$ cat src/rtl/joy_db15_pkg.sv
// Shared types and constants for the DB15 joystick responder.
package joy_db15_pkg;

  localparam int unsigned BTN_BITS_DEF   = 12;
  localparam int unsigned FRAME_BITS_DEF = 24;
  localparam int unsigned SYNC_LAT       = 3;
  localparam int unsigned SYNC_LAT_FILT  = 5;

  typedef enum logic {
    ST_LOAD,
    ST_SHIFT
  } db15_tx_state_t;

  typedef logic [11:0] db15_btn_t;

endpackage

$ cat src/rtl/joy_db15_sync.sv
// Async input synchronizer with rise/fall pulses.
// JOY_DB15_TX_GLITCH_FILTER_EN adds a 3-sample majority filter (+2 clk latency).
module joy_db15_sync #(
  parameter logic RST_VAL = 1'b0
) (
  input  logic clk,
  input  logic rst_n,
  input  logic async_i,
  output logic level_o,
  output logic rise_o,
  output logic fall_o
);

  logic s1_q, s2_q, prev_q, lvl;

  always_ff @(posedge clk or negedge rst_n) begin
    if (!rst_n) begin
      s1_q <= RST_VAL;
      s2_q <= RST_VAL;
    end else begin
      s1_q <= async_i;
      s2_q <= s1_q;
    end
  end

`ifdef JOY_DB15_TX_GLITCH_FILTER_EN
  logic h1_q, h2_q, filt_q;

  always_ff @(posedge clk or negedge rst_n) begin
    if (!rst_n) begin
      h1_q   <= RST_VAL;
      h2_q   <= RST_VAL;
      filt_q <= RST_VAL;
    end else begin
      h1_q   <= s2_q;
      h2_q   <= h1_q;
      filt_q <= (s2_q & h1_q) | (s2_q & h2_q) | (h1_q & h2_q);
    end
  end

  assign lvl = filt_q;
`else
  assign lvl = s2_q;
`endif

  always_ff @(posedge clk or negedge rst_n) begin
    if (!rst_n) prev_q <= RST_VAL;
    else        prev_q <= lvl;
  end

  assign level_o = lvl;
  assign rise_o  = lvl & ~prev_q;
  assign fall_o  = ~lvl & prev_q;

endmodule

$ cat src/rtl/joy_db15_tx.sv
// DB15 joystick responder: 74HC165-style load/shift chain with link status.
// Optional macro JOY_DB15_TX_GLITCH_FILTER_EN enables input majority filtering.
module joy_db15_tx
  import joy_db15_pkg::*;
#(
  parameter int unsigned BTN_BITS    = BTN_BITS_DEF,
  parameter int unsigned TIMEOUT_CYC = 2400000
) (
  input  logic        clk,
  input  logic        reset_n,
  input  logic [15:0] joystick1,
  input  logic [15:0] joystick2,
  input  logic        joy_clk,
  input  logic        joy_load,
  output logic        joy_data,
  output logic        frame_done,
  output logic        overrun,
  output logic        link_active
);

  localparam int unsigned FRAME = 2 * BTN_BITS;
  localparam int unsigned CNT_W = $clog2(FRAME + 1);
  localparam logic [21:0] TO_MAX = 22'(TIMEOUT_CYC);

  logic ld_lvl, ld_rise, ck_rise;
  logic ld_fall_unused, ck_lvl_unused, ck_fall_unused, unused_hi;

  assign unused_hi = ^{joystick1[15:BTN_BITS], joystick2[15:BTN_BITS]};

  // Load sync idles high so reset release never looks like a load edge.
  joy_db15_sync #(.RST_VAL(1'b1)) u_sync_load (
    .clk    (clk),
    .rst_n  (reset_n),
    .async_i(joy_load),
    .level_o(ld_lvl),
    .rise_o (ld_rise),
    .fall_o (ld_fall_unused)
  );

  joy_db15_sync #(.RST_VAL(1'b0)) u_sync_clk (
    .clk    (clk),
    .rst_n  (reset_n),
    .async_i(joy_clk),
    .level_o(ck_lvl_unused),
    .rise_o (ck_rise),
    .fall_o (ck_fall_unused)
  );

  db15_tx_state_t   state_q, state_d;
  logic [FRAME-1:0] sr_q, sr_d;
  logic [CNT_W-1:0] cnt_q, cnt_d;
  logic [21:0]      to_q, to_d;
  logic             data_q, data_d, fd_q, fd_d, ovr_q, ovr_d, la_q, la_d;
  logic [FRAME-1:0] load_val;

  assign load_val = ~{joystick2[BTN_BITS-1:0], joystick1[BTN_BITS-1:0]};

  always_ff @(posedge clk or negedge reset_n) begin
    if (!reset_n) begin
      state_q <= ST_LOAD;
      sr_q    <= '1;
      cnt_q   <= '0;
      to_q    <= '0;
      data_q  <= 1'b1;
      fd_q    <= 1'b0;
      ovr_q   <= 1'b0;
      la_q    <= 1'b0;
    end else begin
      state_q <= state_d;
      sr_q    <= sr_d;
      cnt_q   <= cnt_d;
      to_q    <= to_d;
      data_q  <= data_d;
      fd_q    <= fd_d;
      ovr_q   <= ovr_d;
      la_q    <= la_d;
    end
  end

  // State is entered LOAD after reset but only loads while joy_load is low,
  // so nothing shifts until the reader issues a full load pulse.
  always_comb begin
    state_d = state_q;
    sr_d    = sr_q;
    cnt_d   = cnt_q;
    ovr_d   = ovr_q;
    fd_d    = 1'b0;
    unique case (state_q)
      ST_LOAD: begin
        if (!ld_lvl) begin
          sr_d  = load_val;
          cnt_d = '0;
          ovr_d = 1'b0;
        end
        if (ld_rise) state_d = ST_SHIFT;
      end
      ST_SHIFT: begin
        if (!ld_lvl) begin
          state_d = ST_LOAD;
          sr_d    = load_val;
          cnt_d   = '0;
          ovr_d   = 1'b0;
        end else if (ck_rise) begin
          sr_d = {1'b1, sr_q[FRAME-1:1]};
          if (cnt_q == CNT_W'(FRAME)) begin
            ovr_d = 1'b1;
          end else begin
            cnt_d = cnt_q + CNT_W'(1);
            fd_d  = (cnt_q == CNT_W'(FRAME - 1));
          end
        end
      end
      default: state_d = ST_LOAD;
    endcase
  end

  // During load the wire follows joystick1[0] directly for 1-clk latency.
  always_comb begin
    data_d = ld_lvl ? sr_q[0] : ~joystick1[0];
  end

  always_comb begin
    to_d = to_q;
    la_d = la_q;
    if (ld_rise) begin
      to_d = '0;
      la_d = 1'b1;
    end else if (to_q != TO_MAX) begin
      to_d = to_q + 22'd1;
      if (to_q == TO_MAX - 22'd1) la_d = 1'b0;
    end
  end

  assign joy_data    = data_q;
  assign frame_done  = fd_q;
  assign overrun     = ovr_q;
  assign link_active = la_q;

endmodule

$ cat config.mk
export PLATFORM = sky130hd
export DESIGN_NAME = joy_db15_tx
export DESIGN_NICKNAME = d
export VERILOG_FILES = /design/src/rtl/joy_db15_pkg.sv /design/src/rtl/joy_db15_sync.sv /design/src/rtl/joy_db15_tx.sv
export SDC_FILE = /design/constraint.sdc
export NUM_CORES = 1
export LEC_CHECK = 0
export ABC_AREA = 1
export BUFFER_PORTS_ARGS = -buffer_cell sky130_fd_sc_hd__buf_4
export CORE_UTILIZATION = 40
export CTS_CLUSTER_DIAMETER = 30
export CTS_CLUSTER_SIZE = 16
export DETAILED_ROUTE_END_ITERATION = 10
export GPL_TIMING_DRIVEN = 1
export HOLD_SLACK_MARGIN = 0.12
export REMOVE_ABC_BUFFERS = 1
export SYNTH_ARGS = -nofsm -noshare
export SYNTH_HDL_FRONTEND = slang
export SYNTH_SLANG_ARGS = --single-unit
$ cat constraint.sdc
create_clock -name clk -period 1.9 [get_ports clk]
set_input_delay 0.095 -clock clk [delete_from_list [all_inputs] [get_ports clk]]
set_output_delay 0.095 -clock clk [all_outputs]
set_load 0.01 [all_outputs]
======== Word-level counts from Yosys, hierarchy flattened ========
Cells that the tools add are included.
Widths: inputs -> output; s select.
storage, ports and cells
  bits in registers ....................... 62
  input bits .............................. 36
  word-level logic and storage cells ...... 64
cells by class
  add/subtract/negate cells ............... 2
  equality and inequality tests ........... 8
  muxes and demuxes ....................... 27
  bitwise operators ....................... 7
  reduce and logical (&&, ||, !) cells .... 6
operators with widths
  kind                   number
  $mux 24                3
  $pmux 24 s2            1
  $mux 22                2
  $not 24->24            1
  $add 22x1->22 const B  1
  $eq 22x22->1 const B   1
  $ne 22x22->1 const B   1
  $mux 5                 4
  $mux 1                 14
  $eq 5x5->1 const B     2
  $pmux 5 s2             1
  $ne 3x3->1 const B     3
  $reduce_and 3->1       2
  $add 5x1->5 const B    1
  $not 1->1              4
  $pmux 1 s2             2
  $reduce_and 2->1       2
  $reduce_bool 2->1      2
  $and 1x1->1            2
  $ne 2x2->1 const B     1

======== Logic depth before layout (Yosys ltp) ========
Gate-level depths: netlist of the first run.
  word-level depth ........................ 5
  mapped depth ............................ 9
  mapped depth without buffers ............ 9

======== By module ========
A second synthesis of the first run with hierarchy kept.
unflattened totals
  cells, all modules ...................... 399
  area, all modules ....................... 3134.3 um^2
by module, submodules not included
  module                        instances  cells each  area each (um^2)  sequential area each (um^2)
  joy_db15_tx                   1          385         2950.3            1432.6
  joy_db15_sync at u_sync_load  1          7           93.8              78.8
  joy_db15_sync at u_sync_clk   1          7           90.1              75.1

======== Least setup slack after synthesis of the first run ========
No wires, ideal clock.
  path type ............................... register to register
  start point ............................. reg to_q[0]
  end point ............................... reg to_q[16]
  library setup time ...................... 0.124 ns
  arrival ................................. 1.205 ns
  data required time ...................... 1.776 ns
  slack ................................... 0.571 ns
  cell stages (with the launch flop) ...... 8
  path buffers ............................ 0
  period minus slack after synthesis ...... 1.329 ns
  cell sequence ........................... dfrtp_1 -> ha_1 -> nand2_1 -> nor2_2 -> nand2_2 -> nor2_1 -> xor2_1 -> nor2_1
on the way
  cells in the longest elaborated chain, start to end .. 3
  elaborated cells between the ends (all ways) .. 5
  classes of those cells .................. 1 x add/sub; 1 x eq/ne; 2 x mux; 1 x reduce/logical
RTL lines
  what                    RTL line            RTL
  start, declared         joy_db15_tx.sv:52   logic [21:0] to_q, to_d;
  start signal, assigned  joy_db15_tx.sv:72   to_q <= to_d;
  $add 22x1->22           joy_db15_tx.sv:129  to_d = to_q + 22'd1;
  $mux 22                 joy_db15_tx.sv:128  end else if (to_q != TO_MAX) begin
  $mux 22                 joy_db15_tx.sv:125  if (ld_rise) begin
Several ways; a longest one is shown, not always the timed one. The select of a mux whose other input is x is not followed.
A chain may end at the register's enable or synchronous reset.

======== Worst setup path in the final report of the first run ========
  start point ............................. reg to_q[0]
  end point ............................... reg to_q[20]
Same word-level chain as after synthesis.

==> results.ini, run 1 <==
[global_route]
track_usage_pct=17.25
antenna_found_initial=0
grt_pass1_vias=2489
grt_overflow=0
grt_start_max_net_pins=63
grt_pass1_wl_um=11210

[setup_path]
critPathLaunchType=flop
required_ns=2.12
r2r_setup_slack_ns=0.36
crit_arrival_ns=1.76
critPathCaptureType=flop
worst-setup-path-type=reg2reg
critical_path.max_fanout=7

[floorplanning]
core_area_um2=7370
initial_core_util_pct=41.83
num_io_pins=40
die_h_um=89.79
die-area_um2=8062
die_x_um=89.79
rows=31

[synthesis]
synthSimpleGateAreaFrac_pct=28.25
synth-compound-area-share_pct=11.85
async_reset_ff_share_pct=100.0
synth-main-ff-cell=dfrtp_1
synth_edf_count=0
synth.area.top_cells=dfrtp_1, dfstp_2, nand2_1
synthTopCellsByCount=nand2_1, nor2_1, dfrtp_1, o21ai_0, inv_1
syn_inst=394
synth_top_family_by_area=simple AND/OR/NAND/NOR gates
ys_ff_latch=62
synthAdderAreaFrac_pct=1.623
synth_most_common_cell=nand2_1
ys_warn_count=0
synth_cell_types=23
syn_avg_cell_area_um2=7.825
synth.area.mux_share_pct=0
synth-xor-area-share_pct=0.2841
yosysTopAreaCell=dfrtp_1
seq_area_frac_synth_pct=51.46
syn-cell-area_um2=3083
netlist.area_leader.share_pct=27.60

[routing]
via_count=2596
viasPerCell=4.644
wl_met2_um=2799
drc=0
wire_per_inst_um=11.14
met3_wirelength_um=213
top_layer=met4
drtPass1Iterations=4
wl_met1_um=3178
wirelength_um=6225
drt_iter0_markers=132
ant_nets=0

[finish]
multi_input_area_um2=1295
layout.nets=495
seqCellArea_um2=1587
finalNonFillerCells=559
diodes=0
drive_gt1_share_pct=19.78
syn_to_final_growth_pct=26.01
fill_cells=691
design_area_um2=3885

[power]
cellPowerDensity_nw_per_um2=826.7
ir_drop_mv=0.4655
total_leakage_power_nw=1.732
fin_total_pwr_w=0.003212

[sta]
whs_ns=0.3508
finalSetupViolCount=0
clock_skew_ns=0.01086
hold_viol_final=0
maxSlewViolCount=0
fmax_mhz=648.1
fin_setup_tns_ns=0
worst_pin_slew_ns=0.7467
period_share_pct=81.21
rsz0062_at_grt=false
period_needed_ns=1.543
relSlewSlack_pct=50.22

[clock_tree]
htree_levels=3
clockRootBuffer=clkbuf_8
cts_tree=done
cts_buffers=9
clkTransAtPathRegs_ns=0.07
clk_latency_ns=0.34
max-clock-path-buffers=2
ctsResizeCount=0
clock_sinks=62

[placed_design]
globalplace.congestion=0.8784
post-dp-hpwl_um=4127
dpl_cell_area_um2=3393
port_buffers=31
dp.cells=516

[run_status]
status=completed

[worst_hold_path]
hold_class=reg2reg

[run]
cap_violations=0

kinds of logic after synthesis:
logic type / Yosys count
xor gates and xnor gates: 1
buffers and inverters: 44
and+or+nand+nor: 210
AOI/OAI and AO/OA: 73
DFF: 62
adders and majority gates: 4
final cells by class:
class	instances	share of cell area, %
clock inverter	2	0.9662
sequential	62	40.84
clock buffer	14	4.734
multi-input combinational	288	33.33
timing repair buffer	60	13.66
inverter	34	3.285
tap	99	3.188
cell usage in the layout (no fill, tap or decap), drive strengths merged, types with 5 or more instances in the layout:
cell,instances
o21ai,60
dlygate4sd3,27
dfstp,28
inv,34
nand3,13
a21oi,13
nand4,5
dfrtp,34
buf,33
nor2,65
clkbuf,14
nand2,121
worst paths after layout:
path                            cells after the start                 startpoint                            to
min in group asynchronous                           2                    reset_n          cnt_q[2]$_DFFE_PN0P_
max in group asynchronous                           2                    reset_n           to_q[8]$_DFFE_PN0P_
worst min register to register                      0  u_sync_clk.s1_q$_DFF_PN0_  u_sync_clk.level_o$_DFF_PN0_
worst min-delay path                                0  u_sync_clk.s1_q$_DFF_PN0_  u_sync_clk.level_o$_DFF_PN0_
worst max register to register                      6        to_q[0]$_DFFE_PN0P_          to_q[20]$_DFFE_PN0P_
worst max-delay path                                6        to_q[0]$_DFFE_PN0P_          to_q[20]$_DFFE_PN0P_
state kept, by name, summed over array words and instances, names as in the netlist:
signal	flops
overrun	1
u_sync_load.prev_q	1
u_sync_clk.prev_q	1
joy_data	1
u_sync_load.level_o	1
sr_q	24
state_q	1
link_active	1
to_q	22
cnt_q	5
frame_done	1
u_sync_clk.s1_q	1
u_sync_load.s1_q	1
u_sync_clk.level_o	1
routing by layer:
metal / GRT usage, % / up-vias
li1: - / 1380
met4: 4.918 / 0
met2: 27.37 / 38
met5: 0 / -
met1: 22.52 / 1174
met3: 5.668 / 4
timing repair:
action	in CTS	in global routing
endpoints found under the hold margin	61	0
hold buffers	27	0
setup buffers	0	0
worst max-delay path, stage by stage (launching register included):
cell	delay, ns
dfrtp_1	0.46
ha_1	0.20
nand2_1	0.10
nor2_1	0.26
nand3b_1	0.18
nor3_1	0.17
nor2_1	0.07
per-stage QoR:
| stage | worst slack (ns) | utilization, % |
|---|---|---|
| after CTS | 0.3456 | 52.72 |
| after global routing | 0.1664 | 52.72 |
| after global placement | 0.3936 | 46.04 |
| after detailed placement | 0.3567 | 46.04 |
| after floorplan | 0.5348 | - |
| final | 0.3569 | 52.72 |
where the power goes:
group          internal (W)  leakage (nW)  switching [W]
sequential          0.00149         0.750      0.0000851
clock              0.000759         0.108       0.000497
combinational      0.000178         0.875       0.000207
Power figures use the tool's default switching activity.
==> run 2, diff against run 1 <==
==> constraint.sdc (replaced) <==
create_clock -name clk -period 1.5 [get_ports clk]
set_input_delay 0.075 -clock clk [delete_from_list [all_inputs] [get_ports clk]]
set_output_delay 0.075 -clock clk [all_outputs]
set_load 0.01 [all_outputs]
==> run 2 against run 1 <==
- combinational power grew 45%
- non-clock buffer count is 10 higher
- via count up 3.3%
- clock skew decreased by 0.0022 ns
- sequential share of layout area is 1.4 points lower
- worst setup slack worse by 0.21 ns
- critical path depth is the same
- first-iteration DRC count is 22% lower
- die area stayed put
- worst hold slack got worse by 0.13 ns
- sequential power increased by 26%
- largest cell class unchanged
- largest power group unchanged
- highest routed layer unchanged
==> results.ini, run 2 (same netlist as run 1, synthesis figures left out) <==
[setup_path]
path_cells=inv_1, nand2_1, nor2_1, nand3_1, nand3_1, nand2_1
r2r_end=to_q[1]$_DFFE_PN0P_
critPathCaptureType=flop
r2r_setup_slack_ns=0.15
regToRegStartpoint=to_q[20]$_DFFE_PN0P_
path_buf_inv=1
critPathLaunchType=flop
reg2reg_depth=6
startpoint=to_q[20]$_DFFE_PN0P_
required_ns=1.72
slowest_stage=dfrtp_1
critPathTopFamily=simple AND/OR/NAND/NOR gates
worst-setup-path-type=reg2reg
crit_arrival_ns=1.58
crit_path_max_incr_delay_ns=0.37
critical_path.max_fanout=4

[clock_tree]
htree_levels=3
clkTransAtPathRegs_ns=0.07
clk_latency_ns=0.34
clock_sinks=62
postCtsSetupBuffers=0
cts_buffers=9
max-clock-path-buffers=2
cts_tree=done
clockRootBuffer=clkbuf_8

[routing]
via_count=2681
drtPass1Iterations=4
wirelength_um=6531
viasPerCell=4.712
drc=0
drt_iter0_markers=103
wire_per_inst_um=11.48
ant_nets=0

[floorplanning]
num_io_pins=40
rows=31
die_h_um=89.79
die-area_um2=8062
die_x_um=89.79
initial_core_util_pct=41.83
core_area_um2=7370

[worst_hold_path]
hold_class=in2async

[sta]
finalSetupViolCount=0
fin_setup_tns_ns=0
relSlewSlack_pct=71.00
period_share_pct=90.30
clock_skew_ns=0.008654
worst_pin_slew_ns=0.4350
fmax_mhz=738.3
maxSlewViolCount=0
hold_viol_final=0
period_needed_ns=1.354
rsz0062_at_grt=false

[finish]
mostFrequentLayoutCell=nand2_1
reg_top3=sr_q x24, to_q x22, cnt_q x5
layout.nets=505
top_register=sr_q
layout_common_cells=nand2_1, nor2_1, buf_4
syn_to_final_growth_pct=30.56
finish.utilization_pct=54.62
drive_gt1_share_pct=22.34
largest_reg_flops=24
diodes=0

[power]
ir_drop_mv=0.4229
total_leakage_power_nw=1.813
cellPowerDensity_nw_per_um2=1061

[run_status]
status=completed

[global_route]
met2_usage_pct=28.59
grt_use_met1_pct=22.88
grt.busiest_layer=met2
grt_overflow=0
track_usage_pct=17.59
grt_pass1_wl_um=11330
use_met3_pct=4.484
grt_start_max_net_pins=48
grt_pass1_vias=2502
antenna_found_initial=0

[placed_design]
port_buffers=31
post-dp-hpwl_um=4315
globalplace.congestion=0.9156

[run]
cap_violations=0

-- run 2: cell count changes in the layout (fill, tap and decap cells not counted), moves of 2 or more --
cell	previous run	this run
clkinv_2	0	2
clkbuf_1	2	0
buf_4	32	39
buf_12	1	4
-- run 2: per-layer routing --
layer / up-vias / wire length [um]
met5: - / 0
met4: 0 / 103
met3: 10 / 216
met2: 48 / 3009
met1: 1222 / 3202
li1: 1401 / -
-- run 2: worst max path at each step --
stage | end | slack [ns] | cells after the start
floorplan | sr_q[10]$_DFFE_PN1P_ | 0.13 | 4
global placement | to_q[20]$_DFFE_PN0P_ | 0.14 | 6
detailed placement | to_q[20]$_DFFE_PN0P_ | 0.10 | 6
CTS | to_q[20]$_DFFE_PN0P_ | 0.09 | 6
global route | to_q[0]$_DFFE_PN0P_ | 0.02 | 6
finish | to_q[1]$_DFFE_PN0P_ | 0.15 | 6
-- run 2: final cells by class --
class	instances	area, um^2
clock buffers	11	162.7
clock inverters	5	78.83
fillers	677	3344
inverters	34	127.6
multi-input cells	288	1303
flip-flops and latches	62	1587
well taps	99	123.9
repair buffers	70	643.1
-- run 2: per-stage QoR --
stage,hold WS [ns],total power [W],setup slack [ns],instance area (um^2),std cells
after global routing,0.2660,0.004489,0.02002,4025,569
final,0.2160,0.004271,0.1456,4025,569
after global placement,0.04488,0.002493,0.1353,3506,526
after CTS,0.2304,0.004324,0.08912,4018,569
after floorplan,-0.2206,0.002271,0.1348,3009,384
after detailed placement,0.05261,0.002508,0.1001,3506,526
-- run 2: power breakdown --
group | leakage [nW] | internal (W) | switching (W)
sequential | 0.750 | 0.00188 | 0.0000942
clock | 0.124 | 0.00108 | 0.000658
combinational | 0.939 | 0.000268 | 0.000291
-- run 2: repair_timing --
action	CTS	global route
endpoints found under the setup margin	0	3
hold endpoints to repair	73	0
hold buffers	27	0
resized for setup	0	2
==> run 3, diff against run 2 <==
--- a/config.mk
+++ b/config.mk
@@ -7,12 +7,13 @@
 export LEC_CHECK = 0
 export ABC_AREA = 1
 export BUFFER_PORTS_ARGS = -buffer_cell sky130_fd_sc_hd__buf_4
-export CORE_UTILIZATION = 40
+export CORE_UTILIZATION = 57
 export CTS_CLUSTER_DIAMETER = 30
 export CTS_CLUSTER_SIZE = 16
 export DETAILED_ROUTE_END_ITERATION = 10
 export GPL_TIMING_DRIVEN = 1
 export HOLD_SLACK_MARGIN = 0.12
+export PLACE_DENSITY = 0.79
 export REMOVE_ABC_BUFFERS = 1
 export SYNTH_ARGS = -nofsm -noshare
 export SYNTH_HDL_FRONTEND = slang
==> run 3 against run 2 <==
- combinational power increased by 2%
- worst hold slack got worse by 0.014 ns
- sequential share of layout area increased by 1.0 points
- clock power decreased by 14%
- global-route usage increased by 8.6 points
- worst setup slack got worse by 0.018 ns
- first-iteration DRC count increased by 49%
- die area decreased by 29%
- maximum frequency decreased by 1.3%
- via count increased by 3.6%
- final cell count decreased by 5.8%
- non-clock buffer count decreased by 4
- critical endpoint is now sr_q[11]$_DFFE_PN1P_
- highest routed layer unchanged
==> results.ini, run 3 (same netlist as run 1, synthesis figures left out) <==
[global_route]
grt_pass1_vias=2596
antenna_found_initial=0
grt_start_max_net_pins=49
grt_overflow=0
grt_pass1_wl_um=11010
track_usage_pct=26.19

[floorplanning]
die_h_um=75.55
core_area_um2=5172
num_io_pins=40
initial_core_util_pct=59.60
die_x_um=75.55
die-area_um2=5707
rows=26

[setup_path]
critPathLaunchType=flop
slowest_stage=dfstp_2
critPathCaptureType=flop
critPathTopFamily=flip-flops
critical_path.max_fanout=46
path_cells=buf_4, nand2_1, inv_2, buf_12, nand2_1, o21ai_0
crit_path_max_incr_delay_ns=0.56
crit_arrival_ns=1.61
cp_common_cell=nand2_1
required_ns=1.74
worst-setup-path-type=reg2reg
path_buf_inv=3

[sta]
finalSetupViolCount=0
fmax_mhz=728.8
maxSlewViolCount=0
worst_pin_slew_ns=0.3463
period_share_pct=91.48
relSlewSlack_pct=76.92
rsz0062_at_grt=true
period_needed_ns=1.372
whs_ns=0.2020
clock_skew_ns=0.01082
hold_viol_final=0

[clock_tree]
postCtsSetupBuffers=0
clockRootBuffer=clkbuf_8
clk_latency_ns=0.33
clkTransAtPathRegs_ns=0.07
clock_sinks=62
cts_buffers=9
cts_tree=done
htree_levels=3
max-clock-path-buffers=2

[finish]
layout_common_cells=nand2_1, nor2_1, buf_4
mostFrequentLayoutCell=nand2_1
fill_cells=366
reg_top3=sr_q x24, to_q x22, cnt_q x5
diodes=0
finalNonFillerCells=536
finish.utilization_pct=75.81
top_register=sr_q
largest_reg_flops=24
layout.nets=501
syn_to_final_growth_pct=27.19
drive_gt1_share_pct=21.89
design_area_um2=3921

[routing]
wire_per_inst_um=12.63
drt_iter0_markers=153
via_count=2777
ant_nets=0
viasPerCell=5.181
drc=0
wirelength_um=6768
drtPass1Iterations=4

[placed_design]
globalplace.congestion=0.9170
post-dp-hpwl_um=4195
port_buffers=31
dpl_cell_area_um2=3427
dp.cells=493

[power]
total_leakage_power_nw=1.765
fin_total_pwr_w=0.004043
cellPowerDensity_nw_per_um2=1031
ir_drop_mv=1.006

[worst_hold_path]
hold_class=in2async

[run]
cap_violations=0

[run_status]
status=completed

[run 3: changes by cell type in the layout (fill, tap and decap cells not counted), sizes merged]
cell | previous run | this run
buf | 43 | 39
clkbuf | 11 | 13
clkinv | 3 | 1
bufinv | 2 | 1
clkinvlp | 0 | 1
[run 3: metrics by stage]
step | setup slack, ns | setup TNS, ns
2_1_floorplan | 0.1348 | 0
3_3_place_gp | 0.1582 | 0
3_5_place_dp | 0.1016 | 0
4_1_cts | 0.09146 | 0
5_1_grt | -0.002392 | -0.002392
6_report | 0.1278 | 0
[run 3: layout make-up]
type / count / area, um^2 / area share [%]
clock inverters: 3 / 42.54 / 1.085
clock buffers: 13 / 158.9 / 4.052
well taps: 70 / 87.58 / 2.234
flip-flops and latches: 62 / 1587 / 40.46
repair buffers: 66 / 600.6 / 15.32
multi-input cells: 288 / 1318 / 33.60
inverters: 34 / 127.6 / 3.255
[run 3: path summary, 6_finish.rpt]
check | from | to | slack, ns | cells after the start
setup / recovery | u_sync_load.level_o$_DFF_PN1_ | sr_q[11]$_DFFE_PN1P_ | 0.13 | 6
hold / removal | reset_n | cnt_q[0]$_DFFE_PN0P_ | 0.20 | 2
setup reg to reg | u_sync_load.level_o$_DFF_PN1_ | sr_q[11]$_DFFE_PN1P_ | 0.13 | 6
hold reg to reg | u_sync_clk.s1_q$_DFF_PN0_ | u_sync_clk.level_o$_DFF_PN0_ | 0.35 | 0
max in group asynchronous | reset_n | sr_q[23]$_DFFE_PN1P_ | 0.73 | 3
min in group clk | u_sync_clk.s1_q$_DFF_PN0_ | u_sync_clk.level_o$_DFF_PN0_ | 0.35 | 0
[run 3: layer usage]
layer | wire length [um] | GRT usage (%) | share of wire [%] | vias up
met5 | 0 | 0 | 0 | -
met4 | 77 | 9.259 | 1.1 | 0
met1 | 3039 | 33.01 | 45 | 1303
li1 | - | - | - | 1407
met3 | 256 | 6.217 | 3.8 | 11
met2 | 3395 | 44.35 | 50 | 56
[run 3: what timing repair did]
item	4_1_cts	5_1_grt
resized for setup	0	7
hold buffers	27	0
setup endpoints to repair	0	5
hold endpoints to repair	64	0
[run 3: power breakdown]
part           internal (W)  switching [W]
Sequential          0.00188       0.000102
Combinational      0.000262       0.000307
Clock              0.000857       0.000632
Total               0.00300        0.00104
